--- config.mk ---
export PLATFORM = sky130hd
export DESIGN_NAME = fetch_stage
export DESIGN_NICKNAME = d
export VERILOG_FILES = /design/src/rtl/fetch_stage.sv
export SDC_FILE = /design/constraint.sdc
export NUM_CORES = 1
export LEC_CHECK = 0
export CAP_MARGIN = 30
export CORE_MARGIN = 2
export CORE_UTILIZATION = 45
export DETAILED_ROUTE_END_ITERATION = 12
export GPL_ROUTABILITY_DRIVEN = 0
export HOLD_SLACK_MARGIN = 0.08
export PLACE_DENSITY = 0.87
export SKIP_CTS_REPAIR_TIMING = 1
export SLEW_MARGIN = 20
export SYNTH_ARGS = -nofsm -noshare
export SYNTH_HDL_FRONTEND = slang
export SYNTH_SLANG_ARGS = --single-unit
--- constraint.sdc ---
create_clock -name clk_i -period 4.4 [get_ports clk_i]
set_input_delay 0.88 -clock clk_i [delete_from_list [all_inputs] [get_ports clk_i]]
set_output_delay 0.88 -clock clk_i [all_outputs]
set_load 0.005 [all_outputs]
--- src/rtl/fetch_stage.sv ---
// Instruction fetch: owns the PC, issues one outstanding imem request at a time, and presents
// a fetched word (or NOP bubble) with its PC to the fetch/decode register.
module fetch_stage #(
  parameter int                         ADDRESS_WIDTH = 32,
  parameter int                         DATA_WIDTH    = 32,
  parameter logic [ADDRESS_WIDTH-1:0]   RESET_PC      = '0
) (
  input  logic                     clk_i,
  input  logic                     rst_i,
  input  logic                     stall_i,
  input  logic                     redirect_i,
  input  logic [ADDRESS_WIDTH-1:0] redirect_pc_i,
  output logic                     imem_req_o,
  output logic [ADDRESS_WIDTH-1:0] imem_addr_o,
  input  logic                     imem_ack_i,
  input  logic [DATA_WIDTH-1:0]    imem_rdata_i,
  output logic [DATA_WIDTH-1:0]    instr_o,
  output logic [ADDRESS_WIDTH-1:0] pc_o,
  output logic [ADDRESS_WIDTH-1:0] pc_inced_o,
  output logic                     valid_o
);

  localparam logic [DATA_WIDTH-1:0] NOP = DATA_WIDTH'(32'h0000_0013);

  typedef enum logic [1:0] {S_BOOT, S_REQ, S_WAIT, S_HOLD} state_t;

  state_t                   state_q;
  logic [ADDRESS_WIDTH-1:0] pc_q;
  logic                     kill_q;
  logic [DATA_WIDTH-1:0]    buf_q;
  logic                     req_q;
  logic                     valid_q;
  logic [ADDRESS_WIDTH-1:0] redirect_tgt;

  // Targets are word aligned; the low two bits of the redirect address are dropped.
  assign redirect_tgt = redirect_pc_i & ~ADDRESS_WIDTH'(3);

  always_ff @(posedge clk_i or posedge rst_i) begin
    if (rst_i) begin
      state_q <= S_BOOT;
      pc_q    <= RESET_PC;
      kill_q  <= 1'b0;
      buf_q   <= NOP;
      req_q   <= 1'b0;
      valid_q <= 1'b0;
    end else begin
      case (state_q)
        S_BOOT: begin
          state_q <= S_REQ;
          req_q   <= 1'b1;
        end
        S_REQ: begin
          state_q <= S_WAIT;
          req_q   <= 1'b0;
          if (redirect_i) begin
            pc_q   <= redirect_tgt;
            kill_q <= 1'b1;
          end
        end
        S_WAIT: begin
          if (redirect_i) pc_q <= redirect_tgt;
          if (imem_ack_i) begin
            // A response overtaken by any redirect is stale and never reaches decode.
            if (kill_q || redirect_i) begin
              kill_q  <= 1'b0;
              state_q <= S_REQ;
              req_q   <= 1'b1;
            end else begin
              buf_q   <= imem_rdata_i;
              state_q <= S_HOLD;
              valid_q <= 1'b1;
            end
          end else if (redirect_i) begin
            kill_q <= 1'b1;
          end
        end
        S_HOLD: begin
          if (redirect_i) begin
            pc_q    <= redirect_tgt;
            state_q <= S_REQ;
            req_q   <= 1'b1;
            valid_q <= 1'b0;
          end else if (!stall_i) begin
            pc_q    <= pc_q + ADDRESS_WIDTH'(4);
            state_q <= S_REQ;
            req_q   <= 1'b1;
            valid_q <= 1'b0;
          end
        end
        default: begin
          state_q <= S_BOOT;
          req_q   <= 1'b0;
          valid_q <= 1'b0;
        end
      endcase
    end
  end

  assign imem_req_o  = req_q;
  assign imem_addr_o = pc_q;
  assign valid_o     = valid_q;
  assign instr_o     = valid_q ? buf_q : NOP;
  assign pc_o        = pc_q;
  assign pc_inced_o  = pc_q + ADDRESS_WIDTH'(4);

endmodule

==> summary.md <==
| Metric | Value |
|---|---|
| Wire per inst | ~17 um |
| Ratio of cells with drive above 1 in the final layout | between 10% and 20% |
| Final hold viol count | 0 |
| Worst hold stages | 2 |
| ANT cells | 0 |
| Gr busiest metal | met2 |
| Clock Sinks | 67 |
| Clock root buffer | clkbuf_8 |
| Period utilisation layout | roughly 86% |
| Reg2Reg Launch Point | state_q[0]$_DFFE_PP0P_ |
| Final worst setup slack | just over 0.6 ns |
| Worst Skew | roughly 0.011 ns |
| CP Buf/Inv Count | 1 |
| Post-route minimum period | approximately 3.8 ns |
| HPWL after DPL | 8920 um |
| Area fraction of the dominant cell type after synthesis | about two fifths |
| Pin count of the biggest net entering global routing | between 50 and 60 |
| Crit. path cell count | 6 |
| Synth top cells by count | dfrtp_1 (64), nand2_1 (38), buf_4 (36) |
| Hold slack final | about 0.48 ns |
| Router iterations before antenna repair | 4 |
| Pre-CTS WS | a little under 1 ns |
| Total gr overflow | 0 |
| CTS Buf Count | 9 |
| Mapped cell area | roughly 4200 um^2 |
| Yosys top cell by area | dfrtp_1 |
| Vias in the first global route | around 3800 |
| Leakage | 2.488 nW |
| Total Routing Usage GR | roughly a quarter |
| Longest Clk Path Bufs | 2 |
| Reg clk slew, reported paths | 0.08 ns |
| Io pins | 199 |
| Worst vdd ir | a little over 400 uV |
| Via count | just under 4000 |
| Antenna violations before repair | 0 |
| Worst min path class | flop to flop |
| Fin nets | 670 |
| CTS tree | yes |
| Antenna viol nets, final | 0 |
| Num rows | 35 |
| Hold Path Origin | imem_req_o$_DFFE_PP0P_ |
| First-pass GRT wire length | approximately 19000 um |
| Core area | between 9000 and 10000 um^2 |
| Post-synth EDFFs | 0 |
| GR Layer Usage met1 | 28.37% |
| Effective utilization at floorplan | between 40 and 50% |
| Port bufs | 190 |
| Reg2Reg Depth | 8 |
| Starting DRT DRC Count | 138 |
| Reg2Reg Capture Point | imem_addr_o[25]$_DFFE_PP0P_ |
| Most common cell in the netlist | dfrtp_1 |
| Syn. warnings | 0 |
| Tot Pwr | about 0.004 W |
| H-tree levels | 3 |
| Die area | between 10000 and 15000 um^2 |
| Data arrival time of the worst path | ~2.9 ns |
| Measured slew at the worst slew-check pin | 0.8003 ns |
| CP required | 3.52 ns |
| GR Util met3 | 6.755% |
| Register area | around 1700 um^2 |
| Filler cells | between 700 and 800 |
| Run status | finished, final reports clean |
| Die H | ~100 um |
| Kind of critical path | flop to primary output |
| Max-Cap Viols | 0 |
| CP Max Fanout | 8 |
| Met2 Track Usage GR | roughly two fifths |
| Post-synth cell types | 45 |
| Fmax | ~260 MHz |
| Largest cells by area after synthesis | dfrtp_1 (38%), mux2_2 (8.6%), buf_4 (6.5%), and2_1 (4.9%), xnor2_1 (4.8%) |
| Sequential fraction of the synthesis area | approximately 40% |
| Ys flop type | dfrtp_1 |
| Slowest-stage cell, CP | dfrtp_1 |
| Crit path cell chain | ha_1 -> nand3_2 -> nor2_1 -> nand4_1 -> xnor2_1 -> clkdlybuf4s50_1 |
| Flops & latches, synth | 67 |
| FFs w/ async S/R, synth | 100.0% |
| Area growth syn-to-layout | 46.56% |
| Startpoint Class | flop |
| Syn avg cell area | 9.423 um^2 |
| Setup TNS | 0 ns |
| Sink of the worst hold path | imem_req_o$_DFFE_PP0P_ |
| Mapped Cells | roughly 440 |
| RSZ-0062 raised after global routing | false |
| Worst Setup SP | imem_addr_o[2]$_DFFE_PP0P_ |
| Worst-skew pair later-pin latency | approximately 0.34 ns |
| Max-Slew Margin vs Limit | between 40% and 50% |
| Crit end category | primary output |
| Chip Width | 100.4 um |
| Count of final setup violators | 0 |
| Crit-path max cell delay | ~0.55 ns |
| Slew Limit Fails | 0 |
| Top cell family by delay on the critical path | simple AND/OR/NAND/NOR gates |
| Via density | roughly 5.5 |
| Pwr Density | around 640 nW/um^2 |
| Final wirelength | 12040 um |
| Post-route DRC | 0 |
| Multi-input logic area | about 2100 um^2 |
| R2R setup slack | 1.96 ns |
[tightest hold or removal path: stages, from the launching register on]
cell and delay [ns]:
dfrtp_1 0.35, nand2_1 0.05, o21ai_0 0.06
[layout make-up]
| type | instances | area share (%) |
|---|---|---|
| multi-input combinational | 312 | 34.79 |
| tap | 111 | 2.265 |
| timing repair buffer | 196 | 31.75 |
| clock inverter | 7 | 1.122 |
| inverter | 10 | 0.6529 |
| sequential | 67 | 27.40 |
| clock buffer | 9 | 2.020 |
[routing by layer]
layer,up-vias,share of wire (%)
met4,0,1.2
li1,1818,-
met3,12,9.4
met2,203,50
met1,1866,40
met5,-,0
[where the power goes]
part           switching [W]  total (W)  internal, W
Clock               0.000248   0.000508     0.000260
Combinational       0.000813    0.00212      0.00131
Sequential          0.000405    0.00128     0.000878
Total                0.00147    0.00391      0.00245
[cell usage in the layout, fill, tap and decap left out, types with 9 or more instances in the layout]
master	Yosys	routed
and2_1	33	33
nand3_1	12	12
a2bb2oi_1	13	13
o21ai_0	17	16
nand4_1	10	10
o22ai_1	16	16
dfrtp_1	64	64
a21oi_1	24	24
clkdlybuf4s50_1	0	190
mux2_2	32	32
nand2_1	38	38
nor2_1	21	20
clkbuf_8	0	9
inv_1	10	9
xnor2_1	23	23
[through the flow]
stage / cell area, um^2 / utilization [%] / std cells
global route: 6132 / 67.32 / 712
floorplan: 4203 / - / 449
detailed placement: 5939 / 65.21 / 696
finish: 6132 / 67.32 / 712
global placement: 5937 / 65.18 / 696
CTS: 6132 / 67.32 / 712
[sequential cells by signal, indices dropped and copies added (netlist names)]
register     count
imem_req_o       1
valid_o          1
imem_addr_o     30
kill_q           1
state_q          2
buf_q           32
[how the worst max path moves through the flow]
stage	end
2_1_floorplan	buf_q[10]$_DFFE_PP0P_
3_3_place_gp	pc_inced_o[18]
3_5_place_dp	pc_inced_o[24]
4_1_cts	pc_inced_o[24]
5_1_grt	pc_inced_o[30]
6_report	pc_inced_o[28]
[kinds of logic after synthesis]
kind of cell,after synthesis,synth area share [%]
muxes,35,9.330
xor gates and xnor gates,28,5.861
buffers and inverters,70,9.629
AOI/OAI and AO/OA,89,13.67
DFF,67,40.16
and+or+nand+nor,149,19.77
adders and majority gates,5,1.495
other,1,0.08963
Power figures use the tool's default switching activity.
